--- src/rtl/yc_pkg.sv ---
// rtl/yc_pkg.sv - shared types, timing defaults and bar colours for the YC pattern source
package yc_pkg;

    typedef enum logic [1:0] {
        PAT_BARS  = 2'd0,
        PAT_RAMP  = 2'd1,
        PAT_HATCH = 2'd2,
        PAT_SOLID = 2'd3
    } pattern_t;

    // NTSC 240p timing at a 15 kHz line rate
    localparam int DEF_H_ACTIVE   = 640;
    localparam int DEF_H_FP       = 16;
    localparam int DEF_H_SYNC     = 58;
    localparam int DEF_H_TOTAL    = 780;
    localparam int DEF_V_ACTIVE   = 240;
    localparam int DEF_V_FP       = 3;
    localparam int DEF_V_SYNC     = 3;
    localparam int DEF_V_TOTAL    = 262;
    localparam int DEF_RAMP_SHIFT = 2;

    localparam logic [23:0] BAR_COLORS [8] = '{
        24'hC0C0C0, 24'hC0C000, 24'h00C0C0, 24'h00C000,
        24'hC000C0, 24'hC00000, 24'h0000C0, 24'h000000
    };

endpackage

--- src/rtl/yc_pattern_gen_if.sv ---
// rtl/yc_pattern_gen_if.sv - registered RGB plus sync bundle feeding the luma/chroma encoder
interface yc_pattern_gen_if;
    logic [23:0] dout;
    logic        de;
    logic        hsync;
    logic        vsync;
    logic        csync;
    logic        frame_start;

    modport master (output dout, de, hsync, vsync, csync, frame_start);
    modport slave  (input  dout, de, hsync, vsync, csync, frame_start);
endinterface

--- src/rtl/yc_video_timing.sv ---
// rtl/yc_video_timing.sv - pixel/line counters with registered syncs, de and frame_start
module yc_video_timing #(
    parameter int H_ACTIVE = 640,
    parameter int H_FP     = 16,
    parameter int H_SYNC   = 58,
    parameter int H_TOTAL  = 780,
    parameter int V_ACTIVE = 240,
    parameter int V_FP     = 3,
    parameter int V_SYNC   = 3,
    parameter int V_TOTAL  = 262
) (
    input  logic        clk,
    input  logic        reset,
    input  logic        ce_pix,
    output logic [10:0] hcount,
    output logic [9:0]  vcount,
    output logic        line_end,
    output logic        de,
    output logic        hsync,
    output logic        vsync,
    output logic        csync,
    output logic        frame_start
);

    localparam logic [10:0] HA     = 11'(H_ACTIVE);
    localparam logic [10:0] HS_ON  = 11'(H_ACTIVE + H_FP);
    localparam logic [10:0] HS_OFF = 11'(H_ACTIVE + H_FP + H_SYNC);
    localparam logic [10:0] H_LAST = 11'(H_TOTAL - 1);
    localparam logic [9:0]  VA     = 10'(V_ACTIVE);
    localparam logic [9:0]  VS_ON  = 10'(V_ACTIVE + V_FP);
    localparam logic [9:0]  VS_OFF = 10'(V_ACTIVE + V_FP + V_SYNC);
    localparam logic [9:0]  V_LAST = 10'(V_TOTAL - 1);

    logic hs_term;
    logic vs_term;

    assign line_end = (hcount == H_LAST);
    assign hs_term  = (hcount >= HS_ON) && (hcount < HS_OFF);
    // vcount only moves on the line wrap, so vsync edges land on line boundaries
    assign vs_term  = (vcount >= VS_ON) && (vcount < VS_OFF);

    always_ff @(posedge clk) begin
        if (reset) begin
            hcount      <= '0;
            vcount      <= '0;
            de          <= 1'b0;
            hsync       <= 1'b0;
            vsync       <= 1'b0;
            csync       <= 1'b0;
            frame_start <= 1'b0;
        end else if (ce_pix) begin
            de          <= (hcount < HA) && (vcount < VA);
            hsync       <= hs_term;
            vsync       <= vs_term;
            csync       <= hs_term ^ vs_term;
            frame_start <= (hcount == 11'd0) && (vcount == 10'd0);
            if (line_end) begin
                hcount <= '0;
                vcount <= (vcount == V_LAST) ? 10'd0 : vcount + 10'd1;
            end else begin
                hcount <= hcount + 11'd1;
            end
        end
    end

endmodule

--- src/rtl/yc_pattern_gen.sv ---
// rtl/yc_pattern_gen.sv - 15 kHz test-pattern source: frame-latched pattern select and registered RGB
module yc_pattern_gen
    import yc_pkg::*;
#(
    parameter int H_ACTIVE   = DEF_H_ACTIVE,
    parameter int H_FP       = DEF_H_FP,
    parameter int H_SYNC     = DEF_H_SYNC,
    parameter int H_TOTAL    = DEF_H_TOTAL,
    parameter int V_ACTIVE   = DEF_V_ACTIVE,
    parameter int V_FP       = DEF_V_FP,
    parameter int V_SYNC     = DEF_V_SYNC,
    parameter int V_TOTAL    = DEF_V_TOTAL,
    parameter int RAMP_SHIFT = DEF_RAMP_SHIFT
) (
    input  logic               clk,
    input  logic               reset,
    input  logic               ce_pix,
    input  logic [1:0]         pattern_sel,
    input  logic [23:0]        solid_rgb,
    yc_pattern_gen_if.master   vid
);

    if ((H_ACTIVE % 8) != 0 || H_ACTIVE + H_FP + H_SYNC >= H_TOTAL || H_TOTAL > 2047) begin : g_bad_h
        $error("yc_pattern_gen: illegal horizontal timing");
    end
    if (V_ACTIVE + V_FP + V_SYNC >= V_TOTAL || V_TOTAL > 1023) begin : g_bad_v
        $error("yc_pattern_gen: illegal vertical timing");
    end

    localparam logic [10:0] HA       = 11'(H_ACTIVE);
    localparam logic [10:0] HA_LAST  = 11'(H_ACTIVE - 1);
    localparam logic [9:0]  VA       = 10'(V_ACTIVE);
    localparam logic [9:0]  VA_LAST  = 10'(V_ACTIVE - 1);
    localparam logic [7:0]  BAR_LAST = 8'(H_ACTIVE / 8 - 1);

    logic [10:0] hcount;
    logic [9:0]  vcount;
    logic        line_end;
    logic        frame_origin;
    logic        active;
    pattern_t    pat_q;
    pattern_t    pat_now;
    logic [23:0] solid_q;
    logic [23:0] solid_now;
    logic [7:0]  bar_cnt;
    logic [2:0]  bar_idx;
    logic [10:0] ramp;
    logic [7:0]  ramp_sat;
    logic [23:0] rgb;

    yc_video_timing #(
        .H_ACTIVE (H_ACTIVE),
        .H_FP     (H_FP),
        .H_SYNC   (H_SYNC),
        .H_TOTAL  (H_TOTAL),
        .V_ACTIVE (V_ACTIVE),
        .V_FP     (V_FP),
        .V_SYNC   (V_SYNC),
        .V_TOTAL  (V_TOTAL)
    ) u_timing (
        .clk         (clk),
        .reset       (reset),
        .ce_pix      (ce_pix),
        .hcount      (hcount),
        .vcount      (vcount),
        .line_end    (line_end),
        .de          (vid.de),
        .hsync       (vid.hsync),
        .vsync       (vid.vsync),
        .csync       (vid.csync),
        .frame_start (vid.frame_start)
    );

    assign frame_origin = (hcount == 11'd0) && (vcount == 10'd0);
    assign active       = (hcount < HA) && (vcount < VA);
    // the select is live on the origin pixel itself so the new pattern starts exactly at pixel 0, line 0
    assign pat_now      = frame_origin ? pattern_t'(pattern_sel) : pat_q;
    assign solid_now    = frame_origin ? solid_rgb : solid_q;
    assign ramp         = hcount >> RAMP_SHIFT;
    assign ramp_sat     = (ramp[10:8] != 3'd0) ? 8'hFF : ramp[7:0];

    always_comb begin
        rgb = 24'h000000;
        if (active) begin
            case (pat_now)
                PAT_BARS:  rgb = BAR_COLORS[bar_idx];
                PAT_RAMP:  rgb = {ramp_sat, ramp_sat, ramp_sat};
                PAT_HATCH: rgb = (hcount[4:0] == 5'd0 || vcount[4:0] == 5'd0 ||
                                  hcount == HA_LAST || vcount == VA_LAST) ? 24'hFFFFFF : 24'h000000;
                default:   rgb = solid_now;
            endcase
        end
    end

    // bar_cnt/bar_idx track hcount so the bar index needs no divide
    always_ff @(posedge clk) begin
        if (reset) begin
            bar_cnt <= '0;
            bar_idx <= '0;
        end else if (ce_pix) begin
            if (line_end) begin
                bar_cnt <= '0;
                bar_idx <= '0;
            end else if (hcount < HA) begin
                if (bar_cnt == BAR_LAST) begin
                    bar_cnt <= '0;
                    bar_idx <= bar_idx + 3'd1;
                end else begin
                    bar_cnt <= bar_cnt + 8'd1;
                end
            end
        end
    end

    always_ff @(posedge clk) begin
        if (reset) begin
            pat_q    <= PAT_BARS;
            solid_q  <= '0;
            vid.dout <= '0;
        end else if (ce_pix) begin
            vid.dout <= rgb;
            if (frame_origin) begin
                pat_q   <= pattern_t'(pattern_sel);
                solid_q <= solid_rgb;
            end
        end
    end

endmodule
--- src/flat_wrapper.sv ---
// flat-port wrapper written by rule: the top's interface ports become plain ports
module yc_pattern_gen_flat import yc_pkg::*;
#(
    parameter int H_ACTIVE   = DEF_H_ACTIVE,
    parameter int H_FP       = DEF_H_FP,
    parameter int H_SYNC     = DEF_H_SYNC,
    parameter int H_TOTAL    = DEF_H_TOTAL,
    parameter int V_ACTIVE   = DEF_V_ACTIVE,
    parameter int V_FP       = DEF_V_FP,
    parameter int V_SYNC     = DEF_V_SYNC,
    parameter int V_TOTAL    = DEF_V_TOTAL,
    parameter int RAMP_SHIFT = DEF_RAMP_SHIFT
)
  (clk, reset, ce_pix, pattern_sel, solid_rgb, vid_dout, vid_de, vid_hsync, vid_vsync, vid_csync, vid_frame_start);
  yc_pattern_gen_if vid_i ();
  input  logic clk;
  input  logic reset;
  input  logic ce_pix;
  input  logic [1:0] pattern_sel;
  input  logic [23:0] solid_rgb;
  output wire logic [$bits(vid_i.dout)-1:0] vid_dout;
  output wire logic [$bits(vid_i.de)-1:0] vid_de;
  output wire logic [$bits(vid_i.hsync)-1:0] vid_hsync;
  output wire logic [$bits(vid_i.vsync)-1:0] vid_vsync;
  output wire logic [$bits(vid_i.csync)-1:0] vid_csync;
  output wire logic [$bits(vid_i.frame_start)-1:0] vid_frame_start;
  assign vid_dout = vid_i.dout;
  assign vid_de = vid_i.de;
  assign vid_hsync = vid_i.hsync;
  assign vid_vsync = vid_i.vsync;
  assign vid_csync = vid_i.csync;
  assign vid_frame_start = vid_i.frame_start;
  yc_pattern_gen #(.H_ACTIVE(H_ACTIVE), .H_FP(H_FP), .H_SYNC(H_SYNC), .H_TOTAL(H_TOTAL), .V_ACTIVE(V_ACTIVE), .V_FP(V_FP), .V_SYNC(V_SYNC), .V_TOTAL(V_TOTAL), .RAMP_SHIFT(RAMP_SHIFT)) u_core (.clk(clk), .reset(reset), .ce_pix(ce_pix), .pattern_sel(pattern_sel), .solid_rgb(solid_rgb), .vid(vid_i));
endmodule
--- config.mk ---
export PLATFORM = sky130hd
export DESIGN_NAME = yc_pattern_gen_flat
export DESIGN_NICKNAME = d
export VERILOG_FILES = /design/src/rtl/yc_pkg.sv /design/src/rtl/yc_pattern_gen_if.sv /design/src/rtl/yc_video_timing.sv /design/src/rtl/yc_pattern_gen.sv /design/src/flat_wrapper.sv
export SDC_FILE = /design/constraint.sdc
export NUM_CORES = 1
export LEC_CHECK = 0
export ABC_AREA = 1
export BUFFER_PORTS_ARGS = -buffer_cell sky130_fd_sc_hd__buf_4
export CORE_MARGIN = 2
export CORE_UTILIZATION = 50
export CTS_BUF_LIST = sky130_fd_sc_hd__clkbuf_16
export DETAILED_ROUTE_END_ITERATION = 7
export HOLD_SLACK_MARGIN = 0.12
export PLACE_DENSITY = 0.7
export REMOVE_ABC_BUFFERS = 1
export SYNTH_ARGS = -nofsm -noshare
export SYNTH_HDL_FRONTEND = slang
export SYNTH_SLANG_ARGS = --single-unit
--- constraint.sdc ---
create_clock -name clk -period 2.6 [get_ports clk]
set_clock_uncertainty 0.15 [all_clocks]
set_input_delay 0.13 -clock clk [delete_from_list [all_inputs] [get_ports clk]]
set_output_delay 0.13 -clock clk [all_outputs]
set_load 0.05 [all_outputs]
==> impl_metrics.yaml <==
synth:
  synth_edf_count: 0
  syn-mean-instance-area_um2: 6.81
  synth_area_leaders: "dfxtp_1 (36%), inv_1 (11%), nand2_1 (11%), o21ai_0 (6.9%), a21oi_1 (5.7%)"
  syn_area_um2: 4820
  yosys.area.top_type: "dfxtp_1"
  yosys.cell_count.top_type: "inv_1"
  synth_cell_types: 46
  ys_seq_area_frac: 0.361
  ys_seq_elements: 87
  async_flop_share: 0
  yosysTopAreaCellShare: 0.361
  syn_inst: 708
  yosys-top-cells-count: "inv_1 (141), nand2_1 (140), dfxtp_1 (87), o21ai_0 (66), a21oi_1 (55)"
  yosys_warnings: 0
  synth_ff_type: "dfxtp_1"
clock_tree:
  clock_latency_ns: 0.34
  cts.clk_slew.worst_paths_ns: 0.06
  cts_tree: "yes"
  clk_path_buf_depth: 2
  cts_setup_buffers: 0
  htreeDepth: 3
  clock-root-buffer: "clkbuf_16"
  clock_sinks: 87
  cts_inserted_buffers: 9
die:
  dieArea_um2: 10400
  core_area_um2: 9280
  die_y_um: 102
  ios: 58
  start_util: 0.519
  rows: 35
  die_w_um: 102
sta:
  hold_viol_final: 0
  setup_viol: 0
  fin_setup_tns_ns: 0
  period_needed_ns: 2.34
  maxSlewViolCount: 0
  worst_pin_slew_ns: 0.669
  grt_setup_unrepaired: "false"
  clock.fmax_mhz: 428
  period_share: 0.900
  slew_headroom: 0.554
global_route:
  grt_pass1_wl_um: 19300
  antenna_found_initial: 0
  overflow: 0
  grt_max_degree: 72
  grt_pass1_vias: 4300
  grt.total_usage: 0.231
drt:
  firstDrtPassIters: 5
  wl_per_cell_um: 12.5
  vias: 4619
  drc: 0
  drt_wl_total_um: 11400
  drt_iter0_markers: 178
  detail-route-antenna-nets: 0
  via_per_inst: 5.05
critical_path:
  critical-path-max-stage-delay_ns: 0.41
  start_kind: "flip-flop"
  r2r_start: "u_core.u_timing.vcount[0]"
  crit_buf_inv: 2
  worstPathArrival_ns: 2.44
  r2r-end: "u_core.vid.dout[23]"
  critical-path-top-delay-family: "simple AND/OR/NAND/NOR gates"
  critPathKind: "reg -> reg"
  critPathRequiredTime_ns: 2.70
  worst_setup_path_end_kind: "flip-flop"
  reg2reg_slack_ns: 0.26
  crit_slowest_cell: "dfxtp_1"
  ff2ff_path_depth: 12
  path_cells: "inv_1, ha_1, nand2_2, nor2_8, nand3_4, buf_4, nand2_1, nand2_1, nand3b_1, nand2_1, o21ai_1, a21oi_1"
  worst_path_most_repeated_cell: "nand2_1"
  critPathMaxFanout: 43
layout:
  final_nets: 817
  drive_gt1_frac: 0.167
  fillers: 851
  regArea_um2: 1740
  syn2layout_area_growth_pct: 21.9
  multiInputGateArea_um2: 2390
  fin_util: 0.633
  num_antenna_cells: 0
  final_cells: 915
power_and_ir_drop:
  power_density_nw_per_um2: 595
  sw_frac_of_total: 0.307
  seqPwrFrac: 0.415
  p_int_mw: 2.42
  pwr-share-clk: 0.370
  p_leak_nw: 2.78
  combPwrFrac: 0.215
  p_switching_mw: 1.07
  peakVddDrop_mv: 0.304
  finalPower_mw: 3.49
place:
  hpwl_um: 7880
  placedCellCount: 874
  gp_congestion: 0.912
  port_buffers: 57
worst_hold_path:
  hp-class: "in -> reg"
  worstHoldStart: "solid_rgb[6]"
  min_path_cells: 7
  hold_path_end: "u_core.solid_q[6]"
run:
  drv_cap: 0
outcome:
  outcome: "finished clean"
## area by class of cell
cell class	count	area share
multi-input combinational	449	0.408
timing repair buffer	90	0.126
sequential	87	0.296
clock buffer	9	0.0383
tap	129	0.0275
clock inverter	7	0.0124
inverter	144	0.0920
## cell usage in the layout (no fill, tap or decap), types with 2 or more instances in the layout
| master | Yosys | routed |
|---|---|---|
| a21oi_1 | 55 | 55 |
| a21oi_2 | 9 | 9 |
| a31oi_1 | 2 | 2 |
| buf_4 | 1 | 65 |
| clkbuf_16 | 0 | 9 |
| dfxtp_1 | 87 | 87 |
| dlygate4sd3_1 | 0 | 25 |
| ha_1 | 7 | 7 |
| inv_1 | 141 | 141 |
| inv_2 | 2 | 3 |
| inv_6 | 0 | 2 |
| nand2_1 | 140 | 140 |
| nand2_2 | 10 | 10 |
| nand3_1 | 22 | 22 |
| nand3_4 | 2 | 2 |
| nand3b_1 | 3 | 3 |
| nand4_1 | 16 | 16 |
| nor2_1 | 37 | 37 |
| nor2_2 | 7 | 7 |
| nor2_4 | 3 | 3 |
| nor2_8 | 3 | 3 |
| nor3_1 | 14 | 14 |
| nor3_2 | 2 | 2 |
| nor3b_1 | 2 | 2 |
| o211ai_1 | 7 | 7 |
| o21ai_0 | 66 | 66 |
| o21ai_1 | 14 | 14 |
| o21ai_2 | 8 | 8 |
| xnor2_1 | 2 | 2 |
| xor2_1 | 5 | 5 |
## metrics by stage
stage / setup slack, ns / hold slack, ns / cell area [µm²]
finish: 0.261 / 0.150 / 5870
detailed placement: 0.283 / 0.306 / 5330
global route: 0.0338 / 0.173 / 5870
floorplan: 0.118 / 0.0424 / 4680
global placement: 0.400 / 0.304 / 5330
CTS: 0.276 / 0.135 / 5870
## repair_timing
action                                 in CTS  in global routing
gates resized for setup                     0                  0
hold buffers                               25                  0
endpoints found under the hold margin      31                  0
## logic make-up (layout without fill, tap and decap cells)
logic type | count (synthesis) | in the layout | synth area share
simple gates | 268 | 268 | 0.269
buf+inv | 172 | 250 | 0.142
xor+xnor | 7 | 7 | 0.0127
flops | 87 | 87 | 0.361
fa+ha+maj | 7 | 7 | 0.0182
compound gates | 167 | 167 | 0.197
## per-layer routing
metal	up-vias	share of wire	global-route usage	routed length [µm]
met4	0	0.016	0.0974	188
met1	2100	0.47	0.293	5400
met2	106	0.47	0.396	5390
met3	17	0.036	0.0274	414
met5	-	0	0	0
li1	2396	-	-	-
## sequential cells by signal (all words and copies together) (netlist names), 2 cells and up
register	count
u_core.u_timing.hcount	11
u_core.solid_q	24
u_core.bar_cnt	8
u_core.pat_q	2
u_core.bar_idx	3
u_core.u_timing.vcount	10
u_core.vid.dout	24
## power groups by stage
stage | clock, mW | combinational, mW | sequential, mW
6_report | 1.29 | 0.751 | 1.45
5_1_grt | 1.37 | 0.837 | 1.46
4_1_cts | 1.32 | 0.753 | 1.45
3_5_place_dp | 0 | 0.720 | 1.48
3_3_place_gp | 0 | 0.704 | 1.48
2_1_floorplan | 0 | 0.373 | 1.60
## worst reg2reg max path, delay by kind of cell, from the launching register on
kind,cells,cell delay [ns]
compound gates,2,0.22
fa+ha+maj,1,0.22
buf+inv,2,0.49
flops,1,0.41
simple gates,7,0.76
## how the worst max path moves through the flow
| stage | startpoint | to | cells past startpoint |
|---|---|---|---|
| final | u_core.u_timing.vcount[0] | u_core.vid.dout[23] | 12 |
| after global routing | u_core.u_timing.vcount[0] | u_core.vid.dout[0] | 13 |
| after CTS | u_core.u_timing.vcount[0] | u_core.vid.dout[23] | 12 |
| after detailed placement | u_core.u_timing.vcount[0] | u_core.vid.dout[10] | 13 |
| after global placement | u_core.u_timing.vcount[0] | u_core.vid.dout[5] | 13 |
| after floorplan | u_core.u_timing.hcount[10] | u_core.vid.dout[11] | 10 |
No activity file was read; power rests on OpenSTA's default activity.
